===== config.mk =====
export PLATFORM = sky130hd
export DESIGN_NAME = muldiv_unit
export DESIGN_NICKNAME = d
export VERILOG_FILES = /design/src/rtl/muldiv_unit.sv
export SDC_FILE = /design/constraint.sdc
export NUM_CORES = 1
export LEC_CHECK = 0
export ABC_AREA = 1
export BUFFER_PORTS_ARGS = -buffer_cell sky130_fd_sc_hd__buf_2
export CAP_MARGIN = 20
export CORE_MARGIN = 4
export CORE_UTILIZATION = 30
export CTS_BUF_LIST = sky130_fd_sc_hd__clkbuf_2
export DETAILED_ROUTE_END_ITERATION = 6
export GPL_ROUTABILITY_DRIVEN = 0
export PLACE_DENSITY = 0.48
export RECOVER_POWER = 50
export SLEW_MARGIN = 20
export SYNTH_ARGS = -nofsm -noshare
export SYNTH_HDL_FRONTEND = slang
export SYNTH_SLANG_ARGS = --single-unit

===== constraint.sdc =====
create_clock -name clk_i -period 3.4 [get_ports clk_i]
set_input_delay 0.34 -clock clk_i [delete_from_list [all_inputs] [get_ports clk_i]]
set_output_delay 0.34 -clock clk_i [all_outputs]
set_load 0.05 [all_outputs]

===== src/rtl/muldiv_unit.sv =====
// Iterative RISC-V M-extension multiply/divide unit: radix-2 shift-add multiply,
// restoring divide, one FIX cycle for sign correction, valid/ready on both sides.
module muldiv_unit #(
    parameter int XLEN = 32
) (
    input  logic            clk_i,
    input  logic            rst_ni,
    input  logic            valid_i,
    output logic            ready_o,
    input  logic [2:0]      op_i,
    input  logic [XLEN-1:0] operand_a_i,
    input  logic [XLEN-1:0] operand_b_i,
    input  logic            flush_i,
    output logic            valid_o,
    input  logic            ready_i,
    output logic [XLEN-1:0] result_o
);

    localparam int CW = (XLEN > 1) ? $clog2(XLEN) : 1;
    localparam logic [CW-1:0] CNT_LAST = CW'(XLEN - 1);

    typedef enum logic [1:0] {
        ST_IDLE = 2'd0,
        ST_CALC = 2'd1,
        ST_FIX  = 2'd2,
        ST_DONE = 2'd3
    } state_t;

    state_t              r_state;
    state_t              w_state_step;
    state_t              w_state_nxt;
    logic                r_ready;
    logic                r_valid;
    logic [XLEN-1:0]     r_result;
    logic [2:0]          r_op;
    logic                r_neg;
    logic                r_neg_rem;
    logic                r_special;
    logic [CW-1:0]       r_cnt;
    logic [XLEN-1:0]     r_opb;
    logic [2*XLEN-1:0]   r_prod;

    logic                w_accept;
    logic                w_sgn_a_op;
    logic                w_sgn_b_op;
    logic                w_sa;
    logic                w_sb;
    logic [XLEN-1:0]     w_mag_a;
    logic [XLEN-1:0]     w_mag_b;
    logic                w_div_zero;
    logic                w_ovf;
    logic [XLEN-1:0]     w_special_res;
    logic [XLEN:0]       w_add;
    logic [2*XLEN-1:0]   w_mul_nxt;
    logic [XLEN:0]       w_shift;
    logic [XLEN:0]       w_diff;
    logic [2*XLEN-1:0]   w_div_nxt;
    logic [2*XLEN-1:0]   w_prod_fix;
    logic [XLEN-1:0]     w_quo;
    logic [XLEN-1:0]     w_rem;
    logic [XLEN-1:0]     w_fix_res;

    assign ready_o  = r_ready;
    assign valid_o  = r_valid;
    assign result_o = r_result;
    assign w_accept = valid_i && r_ready && !flush_i;

    // Which operands of the requested op are interpreted as signed
    always_comb begin
        w_sgn_a_op = 1'b0;
        w_sgn_b_op = 1'b0;
        case (op_i)
            3'b000, 3'b001, 3'b100, 3'b110: begin
                w_sgn_a_op = 1'b1;
                w_sgn_b_op = 1'b1;
            end
            3'b010: begin
                w_sgn_a_op = 1'b1;
                w_sgn_b_op = 1'b0;
            end
            default: begin
                w_sgn_a_op = 1'b0;
                w_sgn_b_op = 1'b0;
            end
        endcase
    end

    assign w_sa    = w_sgn_a_op && operand_a_i[XLEN-1];
    assign w_sb    = w_sgn_b_op && operand_b_i[XLEN-1];
    assign w_mag_a = w_sa ? ({XLEN{1'b0}} - operand_a_i) : operand_a_i;
    assign w_mag_b = w_sb ? ({XLEN{1'b0}} - operand_b_i) : operand_b_i;

    // Divide-by-zero and the single signed-overflow pair resolve without iterating
    assign w_div_zero = op_i[2] && (operand_b_i == {XLEN{1'b0}});
    assign w_ovf      = op_i[2] && !op_i[0]
                        && (operand_a_i == {1'b1, {(XLEN-1){1'b0}}})
                        && (operand_b_i == {XLEN{1'b1}});

    // Result returned for the special cases
    always_comb begin
        w_special_res = {XLEN{1'b0}};
        if (w_div_zero) begin
            w_special_res = op_i[1] ? operand_a_i : {XLEN{1'b1}};
        end else begin
            w_special_res = op_i[1] ? {XLEN{1'b0}} : operand_a_i;
        end
    end

    // Multiply step: upper half accumulates, whole product shifts right one bit
    assign w_add     = {1'b0, r_prod[2*XLEN-1:XLEN]}
                       + (r_prod[0] ? {1'b0, r_opb} : {(XLEN+1){1'b0}});
    assign w_mul_nxt = {w_add, r_prod[XLEN-1:1]};

    // Divide step: {remainder, quotient} shifts left, trial subtract decides the bit
    assign w_shift   = r_prod[2*XLEN-1:XLEN-1];
    assign w_diff    = w_shift - {1'b0, r_opb};
    assign w_div_nxt = w_diff[XLEN] ? {w_shift[XLEN-1:0], r_prod[XLEN-2:0], 1'b0}
                                    : {w_diff[XLEN-1:0],  r_prod[XLEN-2:0], 1'b1};

    assign w_prod_fix = r_neg ? ({(2*XLEN){1'b0}} - r_prod) : r_prod;
    assign w_quo      = r_neg ? ({XLEN{1'b0}} - r_prod[XLEN-1:0]) : r_prod[XLEN-1:0];
    assign w_rem      = r_neg_rem ? ({XLEN{1'b0}} - r_prod[2*XLEN-1:XLEN])
                                  : r_prod[2*XLEN-1:XLEN];

    // Result selection in FIX
    always_comb begin
        w_fix_res = {XLEN{1'b0}};
        if (r_special) begin
            w_fix_res = r_prod[XLEN-1:0];
        end else begin
            case (r_op)
                3'b000:                 w_fix_res = w_prod_fix[XLEN-1:0];
                3'b001, 3'b010, 3'b011: w_fix_res = w_prod_fix[2*XLEN-1:XLEN];
                3'b100, 3'b101:         w_fix_res = w_quo;
                3'b110, 3'b111:         w_fix_res = w_rem;
                default:                w_fix_res = {XLEN{1'b0}};
            endcase
        end
    end

    // Next-state logic; flush overrides every transition
    always_comb begin
        w_state_step = r_state;
        case (r_state)
            ST_IDLE: begin
                if (w_accept) begin
                    w_state_step = (w_div_zero || w_ovf) ? ST_FIX : ST_CALC;
                end else begin
                    w_state_step = ST_IDLE;
                end
            end
            ST_CALC: begin
                if (r_cnt == CNT_LAST) begin
                    w_state_step = ST_FIX;
                end else begin
                    w_state_step = ST_CALC;
                end
            end
            ST_FIX:  w_state_step = ST_DONE;
            ST_DONE: begin
                if (ready_i) begin
                    w_state_step = ST_IDLE;
                end else begin
                    w_state_step = ST_DONE;
                end
            end
            default: w_state_step = ST_IDLE;
        endcase
        w_state_nxt = flush_i ? ST_IDLE : w_state_step;
    end

    // State register with registered handshake outputs
    always_ff @(posedge clk_i or negedge rst_ni) begin
        if (!rst_ni) begin
            r_state <= ST_IDLE;
            r_ready <= 1'b1;
            r_valid <= 1'b0;
        end else begin
            r_state <= w_state_nxt;
            r_ready <= (w_state_nxt == ST_IDLE);
            r_valid <= (w_state_nxt == ST_DONE);
        end
    end

    // Operand capture, iteration datapath and result register
    always_ff @(posedge clk_i or negedge rst_ni) begin
        if (!rst_ni) begin
            r_op      <= 3'b000;
            r_neg     <= 1'b0;
            r_neg_rem <= 1'b0;
            r_special <= 1'b0;
            r_cnt     <= {CW{1'b0}};
            r_opb     <= {XLEN{1'b0}};
            r_prod    <= {(2*XLEN){1'b0}};
            r_result  <= {XLEN{1'b0}};
        end else begin
            if (flush_i) begin
                r_result <= {XLEN{1'b0}};
            end else if (r_state == ST_FIX) begin
                r_result <= w_fix_res;
            end else begin
                r_result <= r_result;
            end

            if (w_accept) begin
                r_op      <= op_i;
                r_neg     <= w_sa ^ w_sb;
                r_neg_rem <= w_sa;
                r_special <= w_div_zero || w_ovf;
                r_cnt     <= {CW{1'b0}};
                r_opb     <= op_i[2] ? w_mag_b : w_mag_a;
                if (w_div_zero || w_ovf) begin
                    r_prod <= {{XLEN{1'b0}}, w_special_res};
                end else begin
                    r_prod <= {{XLEN{1'b0}}, (op_i[2] ? w_mag_a : w_mag_b)};
                end
            end else if (r_state == ST_CALC) begin
                r_prod <= r_op[2] ? w_div_nxt : w_mul_nxt;
                r_cnt  <= (r_cnt == CNT_LAST) ? {CW{1'b0}} : (r_cnt + {{(CW-1){1'b0}}, 1'b1});
            end else begin
                r_prod <= r_prod;
                r_cnt  <= r_cnt;
            end
        end
    end

endmodule

== After elaboration in Yosys (flattened, before gate mapping) ==
Index checks and enable logic that the tools add are counted.

* Bits in registers: 143
* Input bits: 72
* Output and inout port bits: 34
* Word-level logic and storage cells: 92

* Add/sub/neg operators: 8
* Equality and inequality tests: 18
* Mux-type cells: 31
* Bitwise operators: 1
* Reductions and logical operators: 23

{| class="wikitable"
|+ Operators by type and width
! cell !! number
|-
| $mux W32 || 14
|-
| $mux W64 || 5
|-
| $pmux W32 S4 || 1
|-
| $sub A1 B32 Y32 const A || 4
|-
| $eq A32 B32 Y1 const B || 2
|-
| $sub A1 B64 Y64 const A || 1
|-
| $add A32 B32 Y33 || 1
|-
| $sub A33 B32 Y33 || 1
|-
| $logic_not A32 Y1 || 1
|-
| $eq A3 B3 Y1 const B || 6
|-
| $mux W5 || 3
|-
| $mux W2 || 5
|-
| $eq A3 B2 Y1 const B || 3
|-
| $logic_and A1 B1 Y1 || 8
|-
| $pmux W2 S4 || 1
|-
| $eq A2 B2 Y1 const B || 3
|-
| $eq A3 B1 Y1 const B || 2
|-
| $logic_not A3 Y1 || 2
|-
| $add A5 B1 Y5 const B || 1
|-
| $eq A5 B5 Y1 const B || 1
|-
| $reduce_or A5 Y1 || 1
|-
| $logic_not A2 Y1 || 2
|-
| $reduce_bool A2 Y1 || 2
|-
| $reduce_or A2 Y1 || 2
|-
| 7 further kinds || 9
|}

== Logic depth before layout (Yosys ltp) ==
* Depth in word-level cells: 10
* Mapped depth: 20
* Gate-level depth less buffers: 18

== Worst setup path before layout ==
Ideal clock, no wire load.

* Kind: flip-flop to flip-flop
* Start point: reg r_prod[0]
* End point: reg r_prod[57]
* Library setup time: 0.117 ns
* Data arrival time: 2.362 ns
* Data required time: 3.283 ns
* Slack: 0.920 ns
* Cell stages (with the launch flop): 18
* Path buffers: 2
* Period minus slack after synthesis: 2.480 ns
* Cell sequence: dfrtp_1 buf_2 buf_1 nand2_1 inv_1 ha_1 inv_1 fa_1 o21ai_1 nand2_1 nand2_1 inv_1 o21ai_1 nand2_1 nand3_1 nand3_1 nand3_1 nand2_1

* Word-level cells in the longest chain between the ends: 5

{| class="wikitable"
|+ Ends and longest elaborated chain
! what !! line !! source
|-
| start: declaration || 41 || <nowiki>logic [2*XLEN-1:0] r_prod;</nowiki>
|-
| start signal: assignment || 194 || <nowiki>r_prod <= {(2*XLEN){1'b0}};</nowiki>
|-
| start signal: assignment || 213 || <nowiki>r_prod <= {{XLEN{1'b0}}, w_special_res};</nowiki>
|-
| start signal: assignment || 215 || <nowiki>r_prod <= {{XLEN{1'b0}}, (op_i[2] ? w_mag_a : w_mag_b)};</nowiki>
|-
| $mux W32 || 111 || <nowiki>+ (r_prod[0] ? {1'b0, r_opb} : {(XLEN+1){1'b0}});</nowiki>
|-
| $add A32 B32 Y33 || 111 ||
|-
| $mux W64 || 218 || <nowiki>r_prod <= r_op[2] ? w_div_nxt : w_mul_nxt;</nowiki>
|-
| $mux W64 || 217 || <nowiki>end else if (r_state == ST_CALC) begin</nowiki>
|-
| $mux W64 || 205 || <nowiki>if (w_accept) begin</nowiki>
|}

Every way passes these cells. The select of a mux whose other input is x is not followed.
A chain may end at the register's enable or synchronous reset.

== Worst setup path in the final report ==
* Start point: in operand_a_i[0]
* End point: reg r_opb[30]

* Word-level cells in the longest chain between the ends: 3

{| class="wikitable"
|+ Ends and longest elaborated chain
! what !! line !! source
|-
| start: declaration || 11 || <nowiki>input logic [XLEN-1:0] operand_a_i,</nowiki>
|-
| $sub A1 B32 Y32 || 90 || <nowiki>assign w_mag_a = w_sa ? ({XLEN{1'b0}} - operand_a_i) : operand_a_i;</nowiki>
|-
| $mux W32 || 90 ||
|-
| $mux W32 || 211 || <nowiki>r_opb <= op_i[2] ? w_mag_b : w_mag_a;</nowiki>
|-
| end signal: assignment || 193 || <nowiki>r_opb <= {XLEN{1'b0}};</nowiki>
|-
| end signal: assignment || 211 ||
|-
| end: declaration || 40 || <nowiki>logic [XLEN-1:0] r_opb;</nowiki>
|}

Every way passes these cells.

==> run metrics <==
VDD IR-drop max 0.309 mV; worst-margin pin slew 1750 ps; R2R Path End r_prod[5]$_DFFE_PN0P_; Finished Layout Cells 4426; Worst Reg-to-Reg Cells 7; RSZ-0062 raised after global routing yes; FF-to-FF Start ready_o$_DFF_PN1_; area grow syn2layout 16.9%; cell type with the largest total area after synthesis nand2_1; Ys Warns 0; Post-synth EDFFs 0; largest family of logic cells by synthesized area simple AND/OR/NAND/NOR gates; root buf cell clkbuf_2; Placed Instance Area 20300 um2; most frequent cell on the critical path nand2_1; Filler cells between 7000 and 8000; Inst Count DP 4256; Die Y roughly 260 um; global route overflow 0; FP Rows 91; Clk Latency, worst-skew pair 1020 ps; Max Cap Viol 2; Setup crit end r_opb[30]$_DFFE_PN0P_; vias per std cell 5.22; Crit path max-delay family buffers and inverters; Hold Path Class input pin to flip-flop; Post-CTS Setup Bufs 0; layout cells sized above 1 8.31%; normalized max-slew margin -16.4%; All-Layer GR Usage between 20% and 30%; width of the die 258 um; Worst setup startpoint operand_a_i[0]; simple-gate portion of the synthesized area 46.4%; I/O pins ~110; Leakage Power ~0.011 uW; Sink Count 143; post-route core utilization 35.4%; Compound-Gate Fraction of Synth Area about 15%; Reg clk slew, reported paths around 270 ps; clock tree from TritonCTS built; failing checks max-capacitance violations, max-slew violations; HPWL after DPL 71100 um; Num CTS Buffers 17; Worst Path Required 4330 ps; Crit-path slowest cell dlygate4sd3_1; ordered list of cells on the worst path dlygate4sd3_1, buf_2, inv_1, ha_1, nand3_2, nor2_4, nand2_1, nand2_1, nand2_1, inv_2, nand2_1, inv_1, nand3_1, dlygate4sd3_1, nand2_1, dlygate4sd3_1, nand2_1, nand2_1, dlygate4sd3_1; largest fanout on the critical path 6; Place WS 454 ps; Setup Skew 58.8 ps; outcome finished with violations; min Tclk post-route between 3000 and 4000 ps; Post-synth ARST share 100%; Area contributors post-synth nand2_1 23%, dfrtp_1 19%, nand3_1 9.1%, inv_1 8.4%, nor2_1 7.2%; # setup viols final 0; post-synthesis sequential area ratio about a fifth; PortBufs 105; Multi-input gate area 13000 um2; Core Region 61700 um2; post-synth top area share between 20% and 30%; syn nets 3507; Sequential Area 3580 um2; startpoint types input pin; H-tree depth 4; #FFs+latches synth 143; vias in the first global route 21400; Primary FF master, synth dfrtp_1; Fin. Hold Viols 0; initial antenna violation count 2; post-synthesis xor/xnor area fraction 2.67%; Post-Syn Area per Cell 5.57 um2; PnR worst setup slack 58.0 ps; crit share post-route 98.3%; post-detailed-route count of antenna-violating nets 0; Critical Path Max Stage Delay about 570 ps; Slew Viols, Final 91; Post-Synth Adder-Cell Area approximately 5.0%; drt first-iter violations 2225; DRT Pass-1 Iters 6; Synth Instances 3362; Synth cell types 59; NumNets Final 3717; power per cell area 819 nW/um2; routed len/inst 20.2 um; DRC 0; largest net degree at the start of global routing 66; Initial Util approximately 30%; Data arrival, critical path 4280 ps; CP Capture Type flip-flop; Max Buffers Root-to-Sink 2; Detailed Route WL ~90000 um; post-synthesis mux area share 0%; Final Cell Area roughly 22000 um2; worst hold margin 132 ps; die area 66400 um2; kind of critical path input pin to flip-flop; vias 23100; FMAX about 0.30 GHz; first-pass GRT wire length between 100000 and 150000 um; Post-Syn Area 18700 um2; R2R setup slack 190 ps; Worst path depth 19; Critical path buffers and inverters 8
per-stage QoR:
step	TNS, ps	power [uW]
floorplan	0	11700
global placement	0	16300
detailed placement	0	16200
CTS	0	17700
global route	-38.9	19400
finish	0	17900
worst reg2reg max path, delay by kind of cell, from the launching register on:
kind / cells / cell delay (ps)
compound gates: 1 / 120
buf+inv: 4 / 2020
flops: 1 / 600
simple gates: 2 / 460
cell usage after synthesis (8+ instances only):
library cell     n
ha_1            71
nor2_1         360
inv_1          418
a21oi_1        181
buf_1           11
o21bai_1         9
dfrtp_1        142
o21a_1           8
nand2_1       1153
o21ai_1         20
buf_2           21
a221oi_1        23
nor3_1          31
inv_2           13
or2_2           16
xnor2_1         16
xor2_1          41
o21ai_0        179
nand3_2         14
nand2_2          9
nand3_1        342
clkbuf_1        68
nor2_2          17
o211ai_1        19
nand4_1         58
a31oi_1          8
o221ai_1        18
nand3b_1        14
final cells by class:
cell class / instances / area share (%)
sequential: 143 / 16.4
multi-input combinational: 2672 / 59.4
clock buffer: 17 / 0.389
tap: 837 / 4.79
clock inverter: 15 / 0.749
timing repair buffer: 304 / 10.8
inverter: 434 / 7.48
antenna: 4 / 0.0458
report_power, final:
group / internal [uW] / switching, uW / total [uW]
logic: 4160 / 9270 / 13400
clock network: 255 / 920 / 1170
registers: 2250 / 1060 / 3320
total: 6670 / 11300 / 17900
per-layer routing:
layer	up-vias	share of wire, %	track usage (%)
met5	-	0	0
met4	0	4.8	11.1
met3	152	7.4	3.73
met2	985	43	40.3
met1	10700	45	36.8
li1	11300	-	-
flip-flops by register name, indices dropped and copies added, names as in the netlist, 2 cells and up:
register and flops:
r_prod 64, r_opb 32, result_o 32, r_cnt 5, r_op 3, r_state 2
what timing repair did:
item                                    in CTS  in global routing
resized for setup                            0                  8
hold endpoints to repair                   222                  0
hold buffers                               134                  0
endpoints found under the setup margin       0                  3
cell usage in the layout (no fill, tap or decap), types with 15 or more instances in the layout:
master            n
nor2_1          357
o21ai_0         179
a221oi_1         23
buf_4            61
dlygate4sd3_1   133
buf_2           103
o21ai_1          20
o221ai_1         18
inv_1           417
a21oi_1         181
ha_1             71
nand4_1          58
nor2_2           19
dfrtp_1         141
clkbuf_2         20
nor3_1           31
nand2_1        1153
nand3_1         341
xnor2_1          16
xor2_1           41
nand3_2          15
o211ai_1         19
or2_2            16
logic make-up after synthesis:
family,Yosys count
AO/OA/AOI/OAI,499
XOR/XNOR,57
adder cells (fa/ha/maj),73
buffers and inverters,547
flip-flops,143
AND/OR/NAND/NOR,2043
worst min-delay path by stage:
stage | startpoint | end | slack, ps | cells past startpoint
after global routing | operand_b_i[1] | r_opb[3]$_DFFE_PN0P_ | 130 | 6
after global placement | rst_ni | result_o[29]$_DFFE_PN0P_ | 420 | 1
final | operand_b_i[1] | r_opb[3]$_DFFE_PN0P_ | 130 | 6
after detailed placement | rst_ni | result_o[29]$_DFFE_PN0P_ | 410 | 1
after CTS | op_i[2] | r_opb[25]$_DFFE_PN0P_ | 10 | 5
after floorplan | rst_ni | r_cnt[0]$_DFFE_PN0P_ | 40 | 0
Note: power is estimated with default switching activity, not from simulation.
